==> src/rtl/usb_pkg.sv <==
// usb_pkg: PID/sync constants, packet and FSM state types shared by the USB receive controller
package usb_pkg;
    localparam logic [7:0] SYNC_BYTE = 8'h80;
    localparam logic [7:0] PID_IN    = 8'h96;
    localparam logic [7:0] PID_DATA0 = 8'h3C;
    localparam logic [7:0] PID_ACK   = 8'h2D;

    typedef enum logic [1:0] {PKT_NONE, PKT_TOKEN, PKT_DATA, PKT_HS} pkt_t;

    typedef enum logic [3:0] {
        S_IDLE, S_SYNC, S_CHK_SYNC, S_PID, S_CHK_PID,
        S_CRC5, S_CRC16, S_DATA, S_WAIT_EOP, S_DONE, S_ERR
    } state_t;

    function automatic pkt_t pid_class(input logic [7:0] pid);
        return pid == PID_IN    ? PKT_TOKEN :
               pid == PID_DATA0 ? PKT_DATA  :
               pid == PID_ACK   ? PKT_HS    : PKT_NONE;
    endfunction

    // bits per field; zero outside the field states
    function automatic logic [6:0] field_bits(input state_t s);
        return s == S_SYNC  ? 7'd8  :
               s == S_PID   ? 7'd8  :
               s == S_CRC5  ? 7'd5  :
               s == S_CRC16 ? 7'd16 :
               s == S_DATA  ? 7'd64 : 7'd0;
    endfunction
endpackage

==> src/rtl/usb_bit_counter.sv <==
// usb_bit_counter: 7-bit decoded-bit counter with clear, enable and terminal-count hit
module usb_bit_counter (
    input  logic       clk,
    input  logic       rst,
    input  logic       i_clear,
    input  logic       i_enable,
    input  logic [6:0] i_term,
    output logic       o_hit
);
    logic [6:0] r_count;

    assign o_hit = i_enable && (r_count == i_term - 7'd1);

    always_ff @(posedge clk or posedge rst) begin
        if (rst)
            r_count <= '0;
        else if (i_clear)
            r_count <= '0;
        else if (i_enable)
            r_count <= r_count + 7'd1;
    end
endmodule

==> src/rtl/usb_rcv_ctrl.sv <==
// usb_rcv_ctrl: USB packet receive FSM (sync/PID check, field strobes, EOP, error)
// Define USB_RCV_TIMEOUT_EN to enable the receive watchdog (TIMEOUT_CYCLES clocks without a bit).
module usb_rcv_ctrl
    import usb_pkg::*;
#(
    parameter int TIMEOUT_CYCLES = 32
) (
    input  logic       clk,
    input  logic       rst,
    input  logic       i_d_edge,
    input  logic       i_shift_enable,
    input  logic       i_eop,
    input  logic [7:0] i_rcv_byte,
    output logic       o_sync_shift,
    output logic       o_pid_shift,
    output logic       o_crc5_shift,
    output logic       o_crc16_shift,
    output logic       o_data_shift,
    output logic       o_rcving,
    output logic [1:0] o_pkt_type,
    output logic       o_packet_done,
    output logic       o_r_error
);
    if (TIMEOUT_CYCLES < 2) begin : g_bad_timeout
        $error("usb_rcv_ctrl: TIMEOUT_CYCLES must be at least 2");
    end

    state_t r_state;
    state_t w_next;
    pkt_t   r_pkt_type;
    logic   r_packet_done;
    logic   r_error;
    logic   r_eop_seen;
    logic   w_field;
    logic   w_shift;
    logic   w_hit;
    logic   w_timeout;
    logic   w_abort;

    assign w_field = r_state inside {S_SYNC, S_PID, S_CRC5, S_CRC16, S_DATA};
    // eop wins over a same-cycle bit: that bit is neither counted nor strobed
    assign w_shift = i_shift_enable && !i_eop;
    assign w_abort = i_eop || w_timeout;

    usb_bit_counter u_bit_counter (
        .clk      (clk),
        .rst      (rst),
        .i_clear  (!w_field || w_hit),
        .i_enable (w_shift && w_field),
        .i_term   (field_bits(r_state)),
        .o_hit    (w_hit)
    );

`ifdef USB_RCV_TIMEOUT_EN
    localparam int IW = $clog2(TIMEOUT_CYCLES) + 1;
    logic [IW-1:0] r_idle;
    logic          w_watch;

    assign w_watch   = w_field || r_state == S_WAIT_EOP;
    assign w_timeout = w_watch && !i_shift_enable && r_idle == IW'(TIMEOUT_CYCLES - 1);

    always_ff @(posedge clk or posedge rst) begin
        if (rst)
            r_idle <= '0;
        else if (!w_watch || i_shift_enable)
            r_idle <= '0;
        else
            r_idle <= r_idle + 1'b1;
    end
`else
    assign w_timeout = 1'b0;
`endif

    always_comb begin
        w_next = r_state;
        case (r_state)
            S_IDLE:     w_next = i_d_edge ? S_SYNC : S_IDLE;
            S_SYNC:     w_next = w_abort ? S_ERR : w_hit ? S_CHK_SYNC : S_SYNC;
            S_CHK_SYNC: w_next = (i_eop || i_rcv_byte != SYNC_BYTE) ? S_ERR : S_PID;
            S_PID:      w_next = w_abort ? S_ERR : w_hit ? S_CHK_PID : S_PID;
            S_CHK_PID:  w_next = i_eop ? S_ERR :
                                 pid_class(i_rcv_byte) == PKT_TOKEN ? S_CRC5 :
                                 pid_class(i_rcv_byte) == PKT_DATA  ? S_CRC16 :
                                 pid_class(i_rcv_byte) == PKT_HS    ? S_WAIT_EOP : S_ERR;
            S_CRC5:     w_next = w_abort ? S_ERR : w_hit ? S_WAIT_EOP : S_CRC5;
            S_CRC16:    w_next = w_abort ? S_ERR : w_hit ? S_DATA : S_CRC16;
            S_DATA:     w_next = w_abort ? S_ERR : w_hit ? S_WAIT_EOP : S_DATA;
            S_WAIT_EOP: w_next = i_eop ? S_DONE : (i_shift_enable || w_timeout) ? S_ERR : S_WAIT_EOP;
            S_DONE:     w_next = i_eop ? S_DONE : S_IDLE;
            S_ERR:      w_next = (!i_eop && r_eop_seen) ? S_IDLE : S_ERR;
            default:    w_next = S_IDLE;
        endcase
    end

    always_ff @(posedge clk or posedge rst) begin
        if (rst) begin
            r_state       <= S_IDLE;
            r_pkt_type    <= PKT_NONE;
            r_packet_done <= 1'b0;
            r_error       <= 1'b0;
            r_eop_seen    <= 1'b0;
        end else begin
            r_state       <= w_next;
            r_packet_done <= r_state == S_WAIT_EOP && w_next == S_DONE;
            if (r_state == S_CHK_PID)
                r_pkt_type <= pid_class(i_rcv_byte);
            if (r_state == S_IDLE && i_d_edge)
                r_error <= 1'b0;
            else if (w_next == S_ERR)
                r_error <= 1'b1;
            // leaving ERR needs an eop high phase followed by eop low
            if (r_state != S_ERR)
                r_eop_seen <= i_eop;
            else if (i_eop)
                r_eop_seen <= 1'b1;
        end
    end

    assign o_sync_shift  = w_shift && r_state == S_SYNC;
    assign o_pid_shift   = w_shift && r_state == S_PID;
    assign o_crc5_shift  = w_shift && r_state == S_CRC5;
    assign o_crc16_shift = w_shift && r_state == S_CRC16;
    assign o_data_shift  = w_shift && r_state == S_DATA;
    assign o_rcving      = r_state != S_IDLE && r_state != S_ERR;
    assign o_pkt_type    = r_pkt_type;
    assign o_packet_done = r_packet_done;
    assign o_r_error     = r_error;
endmodule

==> config.mk <==
export PLATFORM = sky130hd
export DESIGN_NAME = usb_rcv_ctrl
export DESIGN_NICKNAME = d
export VERILOG_FILES = /design/src/rtl/usb_pkg.sv /design/src/rtl/usb_bit_counter.sv /design/src/rtl/usb_rcv_ctrl.sv
export SDC_FILE = /design/constraint.sdc
export NUM_CORES = 1
export LEC_CHECK = 0
export CAP_MARGIN = 10
export CORE_UTILIZATION = 33
export DETAILED_ROUTE_END_ITERATION = 10
export SYNTH_ARGS = -nofsm -noshare
export SYNTH_HDL_FRONTEND = slang
export SYNTH_SLANG_ARGS = --single-unit
==> constraint.sdc <==
create_clock -name clk -period 5.4 [get_ports clk]
set_input_delay 0.81 -clock clk [delete_from_list [all_inputs] [get_ports clk]]
set_output_delay 0.81 -clock clk [all_outputs]
set_load 0.03 [all_outputs]
==> reports/qor.csv <==
metric,value,unit
outcome,"complete, no violations",
CTS tree,done,
sequential power share,0.353,
"Reg clk slew, reported paths",0.07,ns
number of synthesized flops with an enable pin,0,
Syn Inst Count,143,
IO Count,23,
nets@finish,179,
Finished Layout Cells,207,
RSZ-0062 raised after global routing,no,
sequential fraction of the synthesis area,0.325,
cell area after synthesis,0.00123,mm²
Final Hold Fails,0,
Post-Route Setup TNS,0,ns
# setup viols final,0,
WL/cell,14.3,µm
period utilization,0.681,
Max rail drop VDD,0.207,mV
Switching Fraction,0.417,
Die Ht,63.1,µm
crit path time final,3.68,ns
Critical-path top delay cell,clkdlybuf4s50_1,
"most common cell after layout, fill and taps aside",clkdlybuf4s50_1,
Inst Count DP,203,
crit-path most repeated cell,clkdlybuf4s50_1,
CP max FO,11,
Clk network pwr share,0.201,
post-route ant nets,0,
Rel. slew slack,0.593,
Post-CTS Hold Buffers,0,
Yosys top cell area share,0.325,
Max clock buf depth,2,
Placement Setup Slack,1.72,ns
initial antenna violation count,0,
largest net degree at the start of global routing,20,
crit path capture type,output port,
post-synth top area cell,dfrtp_1,
Post-CTS Setup Bufs,0,
final worst slack,1.72,ns
HP Class,register to register,
RePlAce Congestion,0.821,
# Max-Cap Violations,0,
DRT Wirelength,2960,µm
# port buffers,22,
Core Box Area,0.00347,mm²
Fin Hold WS,0.480,ns
crit path DAT,2.87,ns
Seq cells post-synth,16,
later-pin clock latency in the skew report,0.26,ns
switching power,227,µW
first drt pass iteration count,4,
H-tree depth,1,
die area,0.00399,mm²
DR DRC count,0,
crit path kind,primary input to output port,
most frequent cells in the layout,"clkdlybuf4s50_1, dfrtp_1, nor2_1, nand2_1, nor3_1",
startpoint types,primary input,
internal power,317,µW
DR iter-0 viols,53,
fmax,272,MHz
"Remaining Overflow, GRT",0,
fin. max-slew vios,0,
first-pass GRT wire length,5250,µm
CP required,4.59,ns
syn nets,160,
vias in the first global route,1111,
via count,1141,
dpl hpwl,2310,µm
synth unique cells,46,
Worst path max stage delay,0.67,ns
Rows,21,
critical-path cell list,"clkdlybuf4s50_1, nor2b_1, and3_1, clkdlybuf4s50_1",
area grow syn2layout,23.7,%
Slew @ Worst Pin,0.609,ns
Die X,63.1,µm
Starting Density,0.356,
GRT Total Usage,0.168,
ys flop type,dfrtp_1,
Vias/cell,5.51,
pwr/cell area,356,mW/mm²
P_leak,0.619,nW
Resized Gates After CTS,0,
clock sinks,16,
ys async rst share,1.00,
cts bufs inserted,3,
post-layout util,0.440,
largest cells by area after synthesis,"dfrtp_1, xor2_1, nor2_1",
clk root buf,clkbuf_8,
synth warn,0,
share of cells above drive strength 1,0.0994,
Logic pwr share,0.446,
clk_skew,0.00718,ns
syn avg cell area,8.63,µm²
ant diodes,0,
sequential cells by signal (all words and copies together), names as in the netlist:
| register | count |
|---|---|
| u_bit_counter.r_count | 7 |
| o_r_error | 1 |
| o_pkt_type | 2 |
| r_eop_seen | 1 |
| o_packet_done | 1 |
| r_state | 4 |
synthesized netlist by cell type, drive strengths merged (2+ instances only):
cell type  instances
o21ai              5
a211oi             2
nor3               9
dfrtp             16
o211ai             2
ha                 4
inv                6
xnor2              2
nor4               2
nand2             11
nand3              6
xor2               8
or2                3
buf                3
or4b               3
a21oi              8
clkbuf             5
nand4              3
o21a               3
o32ai              2
nand2b             4
nor2              15
or4                3
nor2b              2
path summary, 6_finish.rpt:
path                       depth (start not counted)                                    to  slack, ns                 startpoint
setup / recovery                                   4                          o_data_shift       1.72                      i_eop
setup reg to reg                                  11                 o_r_error$_DFFE_PP0P_       2.01       r_state[0]$_DFF_PP0_
hold reg to reg                                    2             o_pkt_type[1]$_DFFE_PP0P_       0.48  o_pkt_type[1]$_DFFE_PP0P_
hold / removal                                     2             o_pkt_type[1]$_DFFE_PP0P_       0.48  o_pkt_type[1]$_DFFE_PP0P_
min in group asynchronous                          2                 o_r_error$_DFFE_PP0P_       0.92                        rst
max in group asynchronous                          2  u_bit_counter.r_count[5]$_DFFE_PP0P_       4.08                        rst
worst max-delay path: cells and delay by family:
family	cells	cell delay (ns)
AND/OR/NAND/NOR	2	0.79
buffers and inverters	2	1.26
final cells by class:
| cell class | count | area (µm²) |
|---|---|---|
| Fill cell | 365 | 1940 |
| Multi-Input combinational cell | 113 | 771 |
| Sequential cell | 16 | 400 |
| Timing Repair Buffer | 22 | 220 |
| Tap cell | 46 | 57.6 |
| Clock buffer | 4 | 55.1 |
| Inverter | 6 | 22.5 |
stage by stage:
stage	cell area, µm²	power, mW
6_report	1530	0.544
5_1_grt	1530	0.582
4_1_cts	1530	0.543
3_5_place_dp	1470	0.434
3_3_place_gp	1470	0.430
2_1_floorplan	1230	0.370
power by group through the flow:
stage                     Clock [mW]  Combinational, mW  Sequential (mW)
after CTS                      0.110              0.242            0.191
after global placement             0              0.236            0.194
after global routing           0.117              0.268            0.197
final                          0.109              0.242            0.192
after floorplan                    0              0.204            0.165
after detailed placement           0              0.241            0.193
kinds of logic after synthesis:
| family | share of synthesized area |
|---|---|
| simple gates | 0.303 |
| compound gates | 0.190 |
| flops | 0.325 |
| buf+inv | 0.0507 |
| xor+xnor | 0.0710 |
| fa+ha+maj | 0.0406 |
| mux | 0.0203 |
metal layers:
layer	routed length (µm)	track usage
met1	1420	0.225
met2	1360	0.263
met3	132	0.0362
met4	46	0.0610
met5	0	0
No activity file was read; power rests on OpenSTA's default activity.
